===== config.mk =====
export PLATFORM = sky130hd
export DESIGN_NAME = u_tx_arbiter
export DESIGN_NICKNAME = d
export VERILOG_FILES = /design/src/rtl/u_uart_pkg.sv /design/src/rtl/u_rr_pick.sv /design/src/rtl/u_tx_arbiter.sv
export SDC_FILE = /design/constraint.sdc
export NUM_CORES = 1
export LEC_CHECK = 0
export ABC_AREA = 1
export CORE_MARGIN = 2
export CORE_UTILIZATION = 38
export CTS_CLUSTER_DIAMETER = 60
export CTS_CLUSTER_SIZE = 28
export DETAILED_ROUTE_END_ITERATION = 6
export GPL_ROUTABILITY_DRIVEN = 0
export GPL_TIMING_DRIVEN = 0
export PLACE_DENSITY = 0.68
export SYNTH_ARGS = -nofsm -noshare
export SYNTH_HDL_FRONTEND = slang
export SYNTH_HIERARCHICAL = 1
export SYNTH_SLANG_ARGS = --single-unit

===== constraint.sdc =====
create_clock -name i_clk -period 2.9 [get_ports i_clk]
set_input_delay 0.58 -clock i_clk [delete_from_list [all_inputs] [get_ports i_clk]]
set_output_delay 0.58 -clock i_clk [all_outputs]
set_load 0.02 [all_outputs]

===== src/rtl/u_uart_pkg.sv =====
// Shared types and constants for the u_tx arbiter slice.
// Optional header/channel-ID framing is enabled by defining U_ARB_CHID_EN.
package u_uart_pkg;

    typedef enum logic [2:0] {
        ST_IDLE  = 3'd0,
        ST_HLOAD = 3'd1,
        ST_HWAIT = 3'd2,
        ST_LOAD  = 3'd3,
        ST_WAIT  = 3'd4
    } arb_state_e;

    localparam logic [3:0] CHID_TAG    = 4'hA;
    localparam int         DEF_TIMEOUT = 2048;

endpackage


===== src/rtl/u_rr_pick.sv =====
// Combinational round-robin picker: first asserted request after i_ptr, wrapping modulo NREQ.
module u_rr_pick #(
    parameter int NREQ = 4
) (
    input  logic [NREQ-1:0] i_req,
    input  logic [3:0]      i_ptr,
    output logic [NREQ-1:0] o_gnt_onehot,
    output logic [3:0]      o_gnt_idx,
    output logic            o_any
);

    // Outer loop walks priority distance from the pointer; inner loop keeps every index constant.
    always_comb begin
        o_gnt_onehot = '0;
        o_gnt_idx    = '0;
        o_any        = 1'b0;
        for (int k = 1; k <= NREQ; k++) begin
            for (int j = 0; j < NREQ; j++) begin
                if (!o_any && i_req[j] && (((int'(i_ptr) + k) % NREQ) == j)) begin
                    o_any           = 1'b1;
                    o_gnt_onehot[j] = 1'b1;
                    o_gnt_idx       = 4'(j);
                end
            end
        end
    end

endmodule


===== src/rtl/u_tx_arbiter.sv =====
// Round-robin arbiter sharing one UART transmitter between NREQ byte producers, with frame watchdog.
// Define U_ARB_CHID_EN to prefix every granted byte with a {CHID_TAG, grant_id} header frame.
module u_tx_arbiter
    import u_uart_pkg::*;
#(
    parameter int NREQ    = 4,
    parameter int TIMEOUT = DEF_TIMEOUT
) (
    input  logic              i_clk,
    input  logic              i_rst,
    input  logic [NREQ-1:0]   i_req_valid,
    input  logic [NREQ*8-1:0] i_req_data,
    output logic [NREQ-1:0]   o_req_ready,
    input  logic              i_tx_busy,
    input  logic              i_tx_done,
    output logic              o_tx_start,
    output logic [7:0]        o_tx_data,
    output logic [3:0]        o_grant_id,
    output logic              o_arb_busy,
    output logic              o_err_timeout
);

    localparam int CW = (TIMEOUT > 1) ? $clog2(TIMEOUT) : 1;

    arb_state_e       r_state;
    arb_state_e       w_next;
    logic [3:0]       r_ptr;
    logic [CW-1:0]    r_cnt;
    logic [7:0]       r_tx_data;
    logic [3:0]       r_grant_id;
    logic [NREQ-1:0]  w_gnt_onehot;
    logic [3:0]       w_gnt_idx;
    logic             w_any;
    logic [7:0]       w_sel_data;
    logic             w_timeout;
    logic             w_accept;
`ifdef U_ARB_CHID_EN
    logic [7:0]       r_hold;
`endif

    u_rr_pick #(.NREQ(NREQ)) u_pick (
        .i_req        (i_req_valid),
        .i_ptr        (r_ptr),
        .o_gnt_onehot (w_gnt_onehot),
        .o_gnt_idx    (w_gnt_idx),
        .o_any        (w_any)
    );

    always_comb begin
        w_sel_data = '0;
        for (int j = 0; j < NREQ; j++) begin
            if (w_gnt_onehot[j]) begin
                w_sel_data = i_req_data[8*j +: 8];
            end
        end
    end

    assign w_timeout = (r_cnt == CW'(TIMEOUT - 1));
    assign w_accept  = (r_state == ST_IDLE) && w_any;

    always_ff @(posedge i_clk) begin
        if (i_rst) begin
            r_state <= ST_IDLE;
        end else begin
            r_state <= w_next;
        end
    end

    // tx_done beats a simultaneous watchdog expiry; tx_done outside the wait states is ignored.
    always_comb begin
        w_next = r_state;
        case (r_state)
            ST_IDLE: begin
                if (w_any) begin
`ifdef U_ARB_CHID_EN
                    w_next = ST_HLOAD;
`else
                    w_next = ST_LOAD;
`endif
                end
            end
`ifdef U_ARB_CHID_EN
            ST_HLOAD: begin
                if (!i_tx_busy) begin
                    w_next = ST_HWAIT;
                end
            end
            ST_HWAIT: begin
                if (i_tx_done) begin
                    w_next = ST_LOAD;
                end else if (w_timeout) begin
                    w_next = ST_IDLE;
                end
            end
`endif
            ST_LOAD: begin
                if (!i_tx_busy) begin
                    w_next = ST_WAIT;
                end
            end
            ST_WAIT: begin
                if (i_tx_done || w_timeout) begin
                    w_next = ST_IDLE;
                end
            end
            default: w_next = ST_IDLE;
        endcase
    end

    // Outputs are forced low while reset is asserted so nothing is accepted or started.
    always_comb begin
        o_req_ready   = '0;
        o_tx_start    = 1'b0;
        o_err_timeout = 1'b0;
        o_arb_busy    = 1'b0;
        if (!i_rst) begin
            o_arb_busy = (r_state != ST_IDLE);
            case (r_state)
                ST_IDLE:           o_req_ready   = w_gnt_onehot;
                ST_HLOAD, ST_LOAD: o_tx_start    = !i_tx_busy;
                ST_HWAIT, ST_WAIT: o_err_timeout = w_timeout && !i_tx_done;
                default:           ;
            endcase
        end
    end

    always_ff @(posedge i_clk) begin
        if (i_rst) begin
            r_ptr      <= 4'(NREQ - 1);
            r_cnt      <= '0;
            r_tx_data  <= 8'h00;
            r_grant_id <= 4'h0;
`ifdef U_ARB_CHID_EN
            r_hold     <= 8'h00;
`endif
        end else begin
            if (w_accept) begin
                r_ptr      <= w_gnt_idx;
                r_grant_id <= w_gnt_idx;
`ifdef U_ARB_CHID_EN
                r_tx_data  <= {CHID_TAG, w_gnt_idx};
                r_hold     <= w_sel_data;
`else
                r_tx_data  <= w_sel_data;
`endif
            end
`ifdef U_ARB_CHID_EN
            if ((r_state == ST_HWAIT) && i_tx_done) begin
                r_tx_data <= r_hold;
            end
`endif
            // Watchdog restarts on every tx_start and saturates rather than wrapping.
            if (o_tx_start) begin
                r_cnt <= '0;
            end else if (((r_state == ST_WAIT) || (r_state == ST_HWAIT)) && (r_cnt != {CW{1'b1}})) begin
                r_cnt <= r_cnt + 1'b1;
            end
        end
    end

    assign o_tx_data  = r_tx_data;
    assign o_grant_id = r_grant_id;

endmodule


Word level (Yosys, flattened, before mapping)
Index checks and enable logic that the tools add are counted.
{"block": "totals", "regBits": 26, "wordCells": 163}
{"block": "op_classes", "addsub": 5, "eq_ne": 21, "n_mux": 61, "bitwise_logic": 4, "reduce_logical": 67}
{"op": "$logic_not A32 Y1", "count": 4}
{"op": "$mux W1", "count": 37}
{"op": "$logic_and A1 B1 Y1", "count": 34}
{"op": "$mux W8", "count": 4}
{"op": "$mux W2", "count": 14}
{"op": "$eq A3 B3 Y1 const B", "count": 9}
{"op": "$eq A3 B2 Y1 const B", "count": 6}
{"op": "$logic_not A1 Y1", "count": 17}
{"op": "$reduce_or A2 Y1", "count": 7}
{"op": "$add A11 B1 Y11 const B", "count": 1}
{"op": "$eq A11 B11 Y1 const B", "count": 1}
{"op": "$ne A11 B11 Y1 const B", "count": 1}
{"op": "$mux W3", "count": 3}
{"op": "$pmux W3 S3", "count": 1}
{"op": "$mux W4", "count": 2}
{"op": "$ne A2 B2 Y1 const B", "count": 3}
{"op": "$add A2 B1 Y2 const B", "count": 2}
{"op": "$add A2 B2 Y2 const B", "count": 2}
{"op": "$and A1 B1 Y1 const A", "count": 4}
{"op": "$eq A3 B1 Y1 const B", "count": 1}
{"op": "$logic_not A3 Y1", "count": 1}
{"op": "$reduce_and A3 Y1", "count": 1}
{"op": "$reduce_bool A3 Y1", "count": 1}
{"op": "$logic_or A1 B1 Y1", "count": 2}

Longest topological paths before layout
{"block": "logic_depth", "ltp_word": 68, "depth_mapped": 17}

Modules after synthesis
The synthesis kept the hierarchy.
{"mod": "u_tx_arbiter", "n_inst": 1, "cells_each": 212, "area_each_um2": 1467.7}
{"mod": "u_rr_pick", "n_inst": 1, "cells_each": 68, "area_each_um2": 396.6}

Worst setup path after synthesis
Ideal clock, no wire load.
{"block": "synth_timing", "kind": "input port to output port", "from": "in i_req_valid[2]", "to": "out o_req_ready[3]", "t_arrival_ps": 2425, "required_ps": 2320, "setup_slack_ps": -105, "path_stages": 12, "path_buffers": 1, "cell_sequence": "nand3_1 > nand3_2 > nor2_4 > nand4_4 > nor2_4 > nand4_4 > nor3_4 > nand4_2 > nand2_1 > clkbuf_1 > clkinv_1 > nor2_1"}
{"block": "synth_via", "elab_chain_len": 57, "elab_cells_between_ends": 60, "cone_classes": "mux: 19; reduce/logical: 41"}
{"item": "from (decl)", "line": "u_tx_arbiter.sv:11", "source": "input logic [NREQ-1:0] i_req_valid,"}
{"item": "$logic_and A1 B1 Y1 (2 in series)", "line": "u_rr_pick.sv:19", "source": "if (!o_any && i_req[j] && (((int'(i_ptr) + k) % NREQ) == j)) begin"}
{"item": "$mux W1", "line": "u_rr_pick.sv:19"}
{"item": "$logic_not A1 Y1", "line": "u_rr_pick.sv:19"}
{"item": "$logic_and A1 B1 Y1 (2 in series)", "line": "u_rr_pick.sv:19"}
{"item": "$mux W1", "line": "u_rr_pick.sv:19"}
{"item": "$logic_not A1 Y1", "line": "u_rr_pick.sv:19"}
{"item": "$logic_and A1 B1 Y1 (2 in series)", "line": "u_rr_pick.sv:19"}
{"item": "$mux W1", "line": "u_rr_pick.sv:19"}
{"item": "[37 not listed]"}
{"item": "$logic_and A1 B1 Y1 (2 in series)", "line": "u_rr_pick.sv:19"}
{"item": "$mux W1", "line": "u_rr_pick.sv:19"}
{"item": "$logic_not A1 Y1", "line": "u_rr_pick.sv:19"}
{"item": "$logic_and A1 B1 Y1 (2 in series)", "line": "u_rr_pick.sv:19"}
{"item": "$mux W1 *", "line": "u_rr_pick.sv:19"}
{"item": "named net w_gnt_onehot[3]", "line": "u_tx_arbiter.sv:31", "source": "logic [NREQ-1:0] w_gnt_onehot;"}
{"item": "$mux W4 *", "line": "u_tx_arbiter.sv:118", "source": "case (r_state)"}
{"item": "$mux W4 *", "line": "u_tx_arbiter.sv:116", "source": "if (!i_rst) begin"}
{"item": "to (decl)", "line": "u_tx_arbiter.sv:13", "source": "output logic [NREQ-1:0] o_req_ready,"}
Mark *: on every way through the listed nets, which the timed path passes. The rest lies on a longest branch.

Worst setup path in the final report
{"block": "layout_timing", "from": "in i_req_valid[3]", "to": "out o_req_ready[3]"}
{"block": "layout_via", "elab_chain_len": 53, "elab_cells_between_ends": 56, "cone_classes": "mux: 18; reduce/logical: 38"}
{"item": "$logic_and A1 B1 Y1 (2 in series)", "line": "u_rr_pick.sv:19"}
{"item": "$mux W1", "line": "u_rr_pick.sv:19"}
{"item": "$logic_not A1 Y1", "line": "u_rr_pick.sv:19"}
{"item": "$logic_and A1 B1 Y1 (2 in series)", "line": "u_rr_pick.sv:19"}
{"item": "$mux W1", "line": "u_rr_pick.sv:19"}
{"item": "$logic_not A1 Y1", "line": "u_rr_pick.sv:19"}
{"item": "$logic_and A1 B1 Y1 (2 in series)", "line": "u_rr_pick.sv:19"}
{"item": "$mux W1", "line": "u_rr_pick.sv:19"}
{"item": "[33 not listed]"}
{"item": "$logic_and A1 B1 Y1 (2 in series)", "line": "u_rr_pick.sv:19"}
{"item": "$mux W1", "line": "u_rr_pick.sv:19"}
{"item": "$logic_not A1 Y1", "line": "u_rr_pick.sv:19"}
{"item": "$logic_and A1 B1 Y1 (2 in series)", "line": "u_rr_pick.sv:19"}
{"item": "$mux W1 *", "line": "u_rr_pick.sv:19"}
{"item": "named net w_gnt_onehot[3]", "line": "u_tx_arbiter.sv:31"}
{"item": "$mux W4 *", "line": "u_tx_arbiter.sv:118"}
{"item": "$mux W4 *", "line": "u_tx_arbiter.sv:116"}
Marked as above.

==> run summary <==
## STA
* 481 ps — worst hold-check slack
* 0.348 GHz — FMAX
* 0 ps — total negative slack
* 4.06 ps — largest clock skew in the final design
* 2870 ps — minimum clock period after layout
* 0 — count of pins over their slew limit
* true — unrepaired setup endpoints after global routing
* 99.0% — Final Cycle Share
* 0 — final count of negative-setup-slack endpoints
* 0 — final hold viol count

## Clocking
* done — clock tree from TritonCTS
* 3 — number of CTS-inserted buffers
* clkbuf_8 — Clock Tree Root
* 90 ps — clock-pin transition on the worst setup and hold timing paths
* 2 — maximum number of buffers from clock root to sink
* 1 — deepest level of the CTS H-tree
* 280 ps — Worst-Skew Late Latency
* 27 — number of clock sinks seen by CTS

## Final layout
* 57.6% — final core occ
* 0.00118 sq mm — multi-input logic area
* 0 — antenna cells
* 395 — number of nets in the final layout
* 22.7% — layout cells sized above 1
* 420 — final std cells w/o fill
* 486 — final-layout fill cell count
* 45.8% — layout overhead on the synthesized area
* 0.00272 sq mm — post-route cell area
* 548 sq um — FF/Latch Area

## Floorplanning
* 25 — standard-cell rows
* 74.0 um — Die H
* 59 — count of boundary I/O pins
* 0.00548 sq mm — Total Die Area
* 39.5% — starting density of the core
* 0.00472 sq mm — total core area
* 74.0 um — die width

## Setup path
* 2320 ps — Worst Path Required
* o_tx_data[3]$_SDFFE_PP0P_ — Crit Reg-Reg Endpoint
* simple AND/OR/NAND/NOR gates — Top delay family on crit path
* input pin — nature of the critical path startpoint
* clkdlybuf4s15_2 — standard cell with the maximum stage delay on the critical path
* clkdlybuf4s15_2 -> inv_2 -> nor2_4 -> nor2_4 -> nand4_4 -> nor2_4 -> nand4_4 -> buf_4 -> nor2_4 -> nor3_2 -> nand2_4 -> clkinv_4 -> nor2_2 -> buf_6 — crit-path cells
* 17 — Worst Reg-to-Reg Cells
* 2290 ps — Worst Path Arrival
* 5 — Buf+Inv Stages, Crit Path
* primary output — nature of the critical path endpoint
* 9 — Max Fanout on Critical Path
* 220 ps — maximum single-stage delay on the critical path
* in2out — type of the worst setup path
* 14 — Crit. path cell count
* r_ptr[1]$_SDFFE_PP1P_ — Critical R2R Launch
* 390 ps — R2R Setup Slk
* nor2_4 — most used cell, CP

## Synth
* dfxtp_1 29%, nand2_1 14%, a21oi_1 8.1% — biggest area contributors in the synthesized netlist
* 36 — Synth cell types
* 6 — warning count from the yosys run
* 27 — flip-flop and latch count after synthesis
* 0 — number of enable-type register cells in the synthesized netlist
* dfxtp_1 — Synth area leader
* 280 — gate count after technology mapping
* nand2_1 — most frequently used cell type in the post-synthesis netlist
* 0.00186 sq mm — netlist area before placement
* 70 x nand2_1, 30 x a21oi_1, 27 x dfxtp_1, 26 x inv_1, 26 x nor2_1 — commonest cells in the synthesized netlist
* 6.66 sq um — Post-Syn Area per Cell
* 0% — Async SR Flop Fraction
* 29.0% — share of the synthesized area in the top cell type
* dfxtp_1 — Main synth FF type
* 29.0% — register area share after synthesis

## Route
* 2073 — number of vias in the routed layout
* 0 — post-route antenna net violation count
* 4 — Initial DRT Pass Iterations
* 5.22 mm — Routed WL
* 85 — First DRT Iteration DRCs
* 4.94 — detail-routed via count per cell
* 12.4 um — Routed wire per std cell
* 0 — DRC

## Hold path
* reg2reg — classification of the worst-slack hold path
* r_cnt[10]$_SDFFE_PP0P_ — hold-critical path endpoint
* r_cnt[10]$_SDFFE_PP0P_ — launch instance of the worst min-delay path
* 2 — number of stages on the worst hold path

## Status
* completed — result of the run

## GRT
* 17 — largest net degree at the start of global routing
* met2 — busiest metal layer after global routing
* 0 — total grt overflow
* 1824 — via count of the first global-routing pass
* 23.8% — global routing usage on met1
* 0 — number of antenna violations at the first check in global routing
* 4.34% — GR Layer Usage met3
* 8.11 mm — wire length of the first global-routing pass
* 32.4% — global routing usage on met2
* 18.7% — GRT Resource Usage Total

## Power
* 41.2% — switch share
* 627 uW — net load switching power
* 0.279 mV — worst supply voltage drop on vdd
* 894 uW — internal cell power
* 559 mW/mm^2 — power density over the cells
* 0.00112 uW — leakage power
* 30.5% — Reg power frac
* 55.0% — relative contribution of combinational cells to total power
* 14.5% — Clock power frac

## Placed design
* 57 — input/output buffers
* 0.00253 sq mm — post-placement cell area
* 3.90 mm — placed wire-length estimate
* 405 — cell total after placement

## Job
* 0 — count of maximum capacitance violations

## cell families after synthesis
kind of cell,Yosys count,share of synthesized area [%]
AO/OA/AOI/OAI,65,21.1
XOR/XNOR,4,1.88
adder cells (fa/ha/maj),1,0.671
buffers and inverters,44,10.5
flip-flops,27,29.0
other,1,0.201
AND/OR/NAND/NOR,138,36.6
## area by class of cell
cell class | instances | share of cell area (%)
multi-input combinational | 210 | 43.4
sequential | 27 | 20.2
buffer | 12 | 3.08
inverter | 31 | 4.65
clock buffer | 3 | 1.52
clock inverter | 1 | 0.276
tap | 67 | 3.08
timing repair buffer | 69 | 23.8
## cells in the final DEF (no fill, tap or decap), types with 9 or more instances in the layout
master	synthesis	layout
dfxtp_1	27	25
inv_1	26	23
a21oi_2	9	9
clkdlybuf4s50_1	0	48
a21oi_1	30	30
nand2_1	70	68
buf_4	4	17
nor2_1	26	23
o21ai_0	13	12
nand3_1	11	9
## power by group through the flow
stage	Sequential, uW	Combinational [uW]	Clock, uW
2_1_floorplan	503	442	0
3_3_place_gp	466	729	0
3_5_place_dp	465	738	0
4_1_cts	461	810	229
5_1_grt	469	917	243
6_report	464	837	220
## flip-flops by register name (all words and copies together) (netlist names)
name,flops
r_cnt,11
o_tx_data,8
r_ptr,4
o_grant_id,2
r_state,2
## worst max-delay path by stage
| stage | start | slack [ps] | end |
|---|---|---|---|
| floorplan | i_req_valid[2] | 40 | o_req_ready[3] |
| global placement | i_req_valid[0] | -1310 | o_req_ready[3] |
| detailed placement | i_req_valid[0] | -1310 | o_req_ready[3] |
| CTS | r_ptr[0]$_SDFFE_PP1P_ | 0.005 | o_req_ready[2] |
| global route | i_req_valid[3] | -100 | o_req_ready[3] |
| finish | i_req_valid[3] | 30 | o_req_ready[3] |
## per-layer routing
metal / vias up / wire length (um)
li1: 1069 / -
met1: 924 / 2280
met2: 72 / 2450
met3: 8 / 435
met4: 0 / 55
met5: - / 0
## repair_timing
item,in CTS,in global routing
hold buffers,0,0
gates resized for setup,47,13
pin swaps,9,7
endpoints found under the setup margin,12,5
buffers inserted,9,3
## through the flow
stage	total power (uW)	worst slack, ps
final	1520	29.3
after global routing	1630	-98.1
after CTS	1500	0.00511
after detailed placement	1200	-1310
after global placement	1190	-1310
after floorplan	945	42.4
## worst min-delay path, stage by stage (launching register included)
cell and delay, ps:
dfxtp_1 310, inv_1 70, a21oi_1 60
(Power assumes the default switching activity.)
